File: src/rtl/game_pkg.sv
// Shared game types and sprite geometry, used by game_ctrl, render and the
// player/enemy position blocks.
package game_pkg;

   typedef enum logic [1:0] {
      IDLE = 2'd0,
      PLAY = 2'd1,
      HIT  = 2'd2,
      OVER = 2'd3
   } game_state_t;

   localparam int SCORE_MAX    = 15;
   localparam int PLAYER_W_DEF = 32;
   localparam int PLAYER_H_DEF = 32;
   localparam int ENEMY_W_DEF  = 32;
   localparam int ENEMY_H_DEF  = 32;

   // Widen a coordinate by one bit before adding a sprite size so the far
   // edge never wraps around at the top of the 16-bit range.
   function automatic logic [16:0] far_edge(input logic [15:0] pos, input int unsigned size);
      return {1'b0, pos} + 17'(size);
   endfunction

endpackage

File: src/rtl/sync_rise.sv
// Two-flop synchronizer for an asynchronous level, followed by a single-cycle
// pulse on each synchronized rising edge.
module sync_rise (
   input  logic clk,
   input  logic reset,
   input  logic async_i,
   output logic rise_o
);

   logic meta_q;
   logic sync_q;
   logic prev_q;

   always_ff @(posedge clk or posedge reset) begin
      if (reset) begin
         meta_q <= 1'b0;
         sync_q <= 1'b0;
         prev_q <= 1'b0;
      end else begin
         meta_q <= async_i;
         sync_q <= meta_q;
         prev_q <= sync_q;
      end
   end

   // Pulse is valid the cycle after the second flop captures the level,
   // so the controller sees a state change three clocks after the input rises.
   assign rise_o = sync_q & ~prev_q;

endmodule

File: src/rtl/game_ctrl.sv
// Game-state controller: collision compare, play/hit/over FSM, score and
// lives bookkeeping driven by the synchronized ms tick and start button.
module game_ctrl
   import game_pkg::*;
#(
   parameter int PLAYER_W    = PLAYER_W_DEF,
   parameter int PLAYER_H    = PLAYER_H_DEF,
   parameter int ENEMY_W     = ENEMY_W_DEF,
   parameter int ENEMY_H     = ENEMY_H_DEF,
   parameter int LIVES       = 3,
   parameter int SCORE_TICKS = 1000,
   parameter int HIT_TICKS   = 500
) (
   input  logic        clk,
   input  logic        reset,
   input  logic        tick_in,
   input  logic        button,
   input  logic [15:0] x_player,
   input  logic [15:0] y_player,
   input  logic [15:0] x_enemy,
   input  logic [15:0] y_enemy,
   output logic [1:0]  game_state,
   output logic [3:0]  score,
   output logic [1:0]  lives,
   output logic        player_dead,
   output logic        led
);

   localparam int TCW = (SCORE_TICKS > 1) ? $clog2(SCORE_TICKS) : 1;
   localparam int HCW = (HIT_TICKS > 1) ? $clog2(HIT_TICKS) : 1;

   localparam logic [TCW-1:0] TICK_LAST  = TCW'(SCORE_TICKS - 1);
   localparam logic [HCW-1:0] HIT_LAST   = HCW'(HIT_TICKS - 1);
   localparam logic [1:0]     LIVES_INIT = 2'(LIVES);
   localparam logic [3:0]     SCORE_TOP  = 4'(SCORE_MAX);

   logic tick_s;
   logic start_s;
   logic hit_s;

   game_state_t    state_q;
   logic [3:0]     score_q;
   logic [1:0]     lives_q;
   logic           player_dead_q;
   logic [TCW-1:0] tick_cnt_q;
   logic [HCW-1:0] hit_cnt_q;

   sync_rise u_tick_sync (
      .clk     (clk),
      .reset   (reset),
      .async_i (tick_in),
      .rise_o  (tick_s)
   );

   sync_rise u_start_sync (
      .clk     (clk),
      .reset   (reset),
      .async_i (button),
      .rise_o  (start_s)
   );

   // Strict compares: sprites whose edges only touch do not collide.
   assign hit_s = ({1'b0, x_player} < far_edge(x_enemy, ENEMY_W))
                & ({1'b0, x_enemy}  < far_edge(x_player, PLAYER_W))
                & ({1'b0, y_player} < far_edge(y_enemy, ENEMY_H))
                & ({1'b0, y_enemy}  < far_edge(y_player, PLAYER_H));

   always_ff @(posedge clk or posedge reset) begin
      if (reset) begin
         state_q       <= IDLE;
         score_q       <= 4'd0;
         lives_q       <= LIVES_INIT;
         player_dead_q <= 1'b0;
         tick_cnt_q    <= '0;
         hit_cnt_q     <= '0;
      end else begin
         player_dead_q <= 1'b0;
         case (state_q)
            IDLE: begin
               if (start_s) begin
                  state_q    <= PLAY;
                  score_q    <= 4'd0;
                  lives_q    <= LIVES_INIT;
                  tick_cnt_q <= '0;
               end
            end
            PLAY: begin
               // A hit on the rollover tick takes priority over the score point.
               if (tick_s) begin
                  if (hit_s) begin
                     state_q       <= HIT;
                     lives_q       <= lives_q - 2'd1;
                     player_dead_q <= 1'b1;
                     hit_cnt_q     <= '0;
                     tick_cnt_q    <= '0;
                  end else if (tick_cnt_q == TICK_LAST) begin
                     tick_cnt_q <= '0;
                     if (score_q != SCORE_TOP) begin
                        score_q <= score_q + 4'd1;
                     end
                  end else begin
                     tick_cnt_q <= tick_cnt_q + TCW'(1);
                  end
               end
            end
            HIT: begin
               if (tick_s) begin
                  if (hit_cnt_q == HIT_LAST) begin
                     hit_cnt_q  <= '0;
                     tick_cnt_q <= '0;
                     state_q    <= (lives_q == 2'd0) ? OVER : PLAY;
                  end else begin
                     hit_cnt_q <= hit_cnt_q + HCW'(1);
                  end
               end
            end
            OVER: begin
               if (start_s) begin
                  state_q <= IDLE;
               end
            end
            default: begin
               state_q <= IDLE;
            end
         endcase
      end
   end

   assign game_state  = state_q;
   assign score       = score_q;
   assign lives       = lives_q;
   assign player_dead = player_dead_q;
   assign led         = (state_q == OVER);

endmodule

File: config.mk
export PLATFORM = sky130hd
export DESIGN_NAME = game_ctrl
export DESIGN_NICKNAME = d
export VERILOG_FILES = /design/src/rtl/game_pkg.sv /design/src/rtl/sync_rise.sv /design/src/rtl/game_ctrl.sv
export SDC_FILE = /design/constraint.sdc
export NUM_CORES = 1
export LEC_CHECK = 0
export CAP_MARGIN = 20
export CORE_MARGIN = 3
export CORE_UTILIZATION = 30
export CTS_CLUSTER_SIZE = 12
export DETAILED_ROUTE_END_ITERATION = 8
export HOLD_SLACK_MARGIN = 0.06
export SLEW_MARGIN = 20
export SYNTH_ARGS = -nofsm -noshare
export SYNTH_HDL_FRONTEND = slang
export SYNTH_SLANG_ARGS = --single-unit
export TNS_END_PERCENT = 1
File: constraint.sdc
create_clock -name clk -period 5.73 [get_ports clk]
set_input_delay 1.4325 -clock clk [delete_from_list [all_inputs] [get_ports clk]]
set_output_delay 1.4325 -clock clk [all_outputs]
set_load 0.02 [all_outputs]
==> results by stage <==
Route:
- The length of the first detailed-routing pass in iterations is 4.
- The iteration-0 DRC count of the detailed router is ~160.
- After detailed routing, the number of remaining DRC violations is 0.
- The routed via count divided by cell count is ~5.0.
- The remaining antenna violation count after routing is 0.
- Summed over all layers, the routed wires come to between 9000 and 10000 um.
- After detailed routing, the average wire length per cell comes to around 13 um.
- The via total after detailed routing is 3500.

Global routing:
- The pin count of the biggest net entering global routing is 35.
- For this run the aggregate overflow at the end of global routing stands at 0.
- The initial antenna violation count is 0.
- The wire length of the first global-routing pass is around 16000 um.
- The number of global-route vias before repair is between 3000 and 4000.
- Global routing consumed, over all layers together, between 10 and 15% of the routing resources.

Timing:
- The count of pins over their slew limit came to 0.
- The final setup skew is 0.00709 ns.
- Setup violations remaining at the end of the flow were counted as 0.
- The maximum achievable frequency is 208 MHz.
- The final critical path time including I/O delays and setup is approximately 4.8 ns.
- Headroom to the max-slew limit came out at 50.1%.
- The worst path uses 83.8% of the clock period.
- The final setup TNS is 0 ns.
- The transition time at the pin with the least slew margin is 0.742 ns.
- Setup repair after global routing left no endpoint under its margin.
- The final number of hold-violating endpoints is 0.

Clock tree:
- The post-CTS setup-driven buffer insertion count is 0.
- Counting the buffers created by CTS gives 5.
- The cell sitting at the root of the clock tree is a clkbuf_16.
- The deepest level of the CTS H-tree is 2.
- The TritonCTS clock tree is built.
- The post-cts repair resize count is 0.
- The number of clock sinks is 34.
- Counting along the longest clock path gives a buffer depth of 2.
- The clock-pin slew on the worst setup and hold paths is 0.05 ns.
- The clock latency on the worst-skew pair is 0.28 ns.
- For this design, the CTS-stage hold fixing added 0 buffers.

Synthesis:
- The proportion of register bits with asynchronous set or reset after synthesis is 100%.
- The sequential cell area fraction in the yosys report is a little under a quarter.
- After technology mapping, the gate count stands at 456.
- After synthesis, the cell types taking the most area are ha_1 (22%), dfrtp_1 (21%), a21oi_1 (4.9%), nand2_1 (4.7%), xor2_1 (4.4%).
- Synthesis produced a netlist with a net count of 590.
- The cell area that synthesis handed to floorplanning was 0.00379 mm^2.
- The unique cell type count in the Yosys netlist is 62.
- The number of storage elements in the synthesis netlist is 34.
- Of all cell types, the one taking the most synthesized area is ha_1.
- In this run, synthesis inferred 0 flip-flops with an integrated enable.
- The synthesized area divided by synthesized cell count is a little over 8 um^2.
- The top-area cell type share of the netlist area is 21.8%.
- The dominant synthesized flop cell is dfrtp_1.
- The total of warnings raised by yosys is 0.

Worst setup path:
- The type of origin of the critical path is an input pin.
- The critical path data required time is a little under 6 ns.
- The maximum fanout count along the critical path is 7.
- The type of the worst setup path is input pin to flop.
- The type of destination of the critical path is a flop.
- The critical path arrival is 5.02 ns.

Layout:
- The storage element area is roughly 850 um^2.
- Cells fill 40.2% of the core in the end.
- The antenna cell count is 0.
- The area used by multi-input combinational logic is 0.00278 mm^2.
- Counting the fill cells in the layout gives ~1200.
- The share of cells above drive strength 1 is 5.42%.
- The net total in the final layout is 668.
- Relative to the synthesized area, the layout overhead comes to 28.8%.

Floorplan:
- The die is 118 um wide.
- approximately 80 I/O pins were placed.
- The floorplan core area is ~0.012 mm^2.
- The vertical die dimension is roughly 120 um.
- The starting utilization of the core area is 31.2%.
- The full die area is about 0.014 mm^2.
- The floorplan row count is 40.

Power and ir drop:
- After layout, the design draws a total of about 1.1 mW.
- The maximum vdd ir drop is roughly 0.1 mV.
- Dividing total power by cell area gives a power density of roughly 220 mW/mm^2.
- The analysis attributes to cell leakage a power of approximately 2.1 nW.

Status:
- The run finished with clean final reports.

Placement:
- The congestion estimate from routability-driven global placement came to 0.820.
- The half-perimeter wire length after detailed placement is around 7600 um.
- During placement, the flow inserted port buffers numbering between 70 and 80.

Job:
- Across the run, the number of max-cap violations was 0.

Min path:
- The path class of the tightest hold or removal check is flop to flop.
## state kept, by name (all words and copies together), names as in the netlist
signal	flops
u_start_sync.sync_q	1
u_tick_sync.sync_q	1
hit_cnt_q	9
tick_cnt_q	10
u_tick_sync.meta_q	1
u_start_sync.prev_q	1
u_tick_sync.prev_q	1
lives	2
game_state	2
u_start_sync.meta_q	1
score	4
player_dead	1
## cell usage after synthesis (3+ instances only)
cell      instances
ha_1             66
xor2_1           19
nor3_1           14
a211o_1           6
o21ai_1           4
or2_2             3
and2_1            4
nand2_1          47
a21o_1            8
nor4_1            3
and3_1            6
xnor2_1          17
o21ai_0          16
dfrtp_1          32
inv_1            30
a21oi_1          37
nor2_1           27
nand4_1          11
clkbuf_1          3
a22o_1            3
and4_1            4
nand3_1          32
nand2b_1          4
nor2b_1           7
a31oi_1           3
## critical path: stages
cell	delay, ns
clkdlybuf4s50_1	0.54
ha_1	0.23
inv_1	0.06
nor2_1	0.15
and3_1	0.22
nand3_1	0.10
xor2_1	0.15
ha_1	0.30
nand3_1	0.09
or2_2	0.31
o21ai_0	0.16
a21oi_1	0.06
nor2_1	0.45
nor2_2	0.16
nor3_1	0.37
mux2_2	0.23
## area by class of cell
| cell class | instances | area share [%] |
|---|---|---|
| sequential | 34 | 17.5 |
| tap | 168 | 4.30 |
| clock buffer | 6 | 2.84 |
| multi-input combinational | 385 | 56.9 |
| inverter | 30 | 2.30 |
| timing repair buffer | 78 | 15.9 |
| clock inverter | 2 | 0.256 |
## kinds of logic after synthesis
group	count (synthesis)	synth area share (%)
fa+ha+maj	66	21.8
buf+inv	37	4.19
flops	34	22.5
simple gates	178	25.0
xor+xnor	36	8.31
mux	3	0.825
compound gates	102	17.4
## per-stage QoR
stage | setup WS [ns] | area (um^2) | hold slack, ns | instances
finish | 0.927 | 4890 | 0.348 | 703
global route | 0.568 | 4890 | 0.370 | 703
CTS | 0.894 | 4890 | 0.351 | 703
detailed placement | 0.622 | 4730 | 0.338 | 695
global placement | 0.755 | 4730 | 0.339 | 695
floorplan | 1.65 | 3790 | 0.331 | 456
## routing by layer
metal / vias up / part of all wire (%) / wire length [um] / global-route usage, %
met5: - / 0 / 0 / 0
met4: 0 / 0.96 / 88 / 2.46
met3: 9 / 4.5 / 413 / 2.06
met2: 67 / 49 / 4540 / 23.5
met1: 1609 / 45 / 4150 / 17.5
li1: 1815 / - / - / -
## placed cells by master (no fill, tap or decap), types with 6 or more instances in the layout
cell	count
clkdlybuf4s50_1	77
ha_1	66
nand2_1	47
a21oi_1	37
nand3_1	32
dfrtp_1	32
inv_1	30
nor2_1	27
xor2_1	19
xnor2_1	17
o21ai_0	16
nor3_1	14
nand4_1	11
a21o_1	8
nor2b_1	7
a211o_1	6
and3_1	6
## path summary, 6_finish.rpt
kind / startpoint / to / slack [ns] / depth (start not counted)
max: x_player[6] / score[0] / 0.93 / 16
min: u_tick_sync.meta_q / u_tick_sync.sync_q / 0.35 / 0
max reg2reg: hit_cnt_q[0] / tick_cnt_q[2] / 3.39 / 8
min reg2reg: u_tick_sync.meta_q / u_tick_sync.sync_q / 0.35 / 0
max in group asynchronous: reset / lives[1] / 3.83 / 3
min in group asynchronous: reset / score[1] / 1.56 / 3
## power breakdown
group	switching [mW]	internal [mW]	total (mW)
Clock	0.0950	0.172	0.267
Sequential	0.0698	0.301	0.370
Combinational	0.220	0.209	0.429
Note: power is estimated with default switching activity, not from simulation.
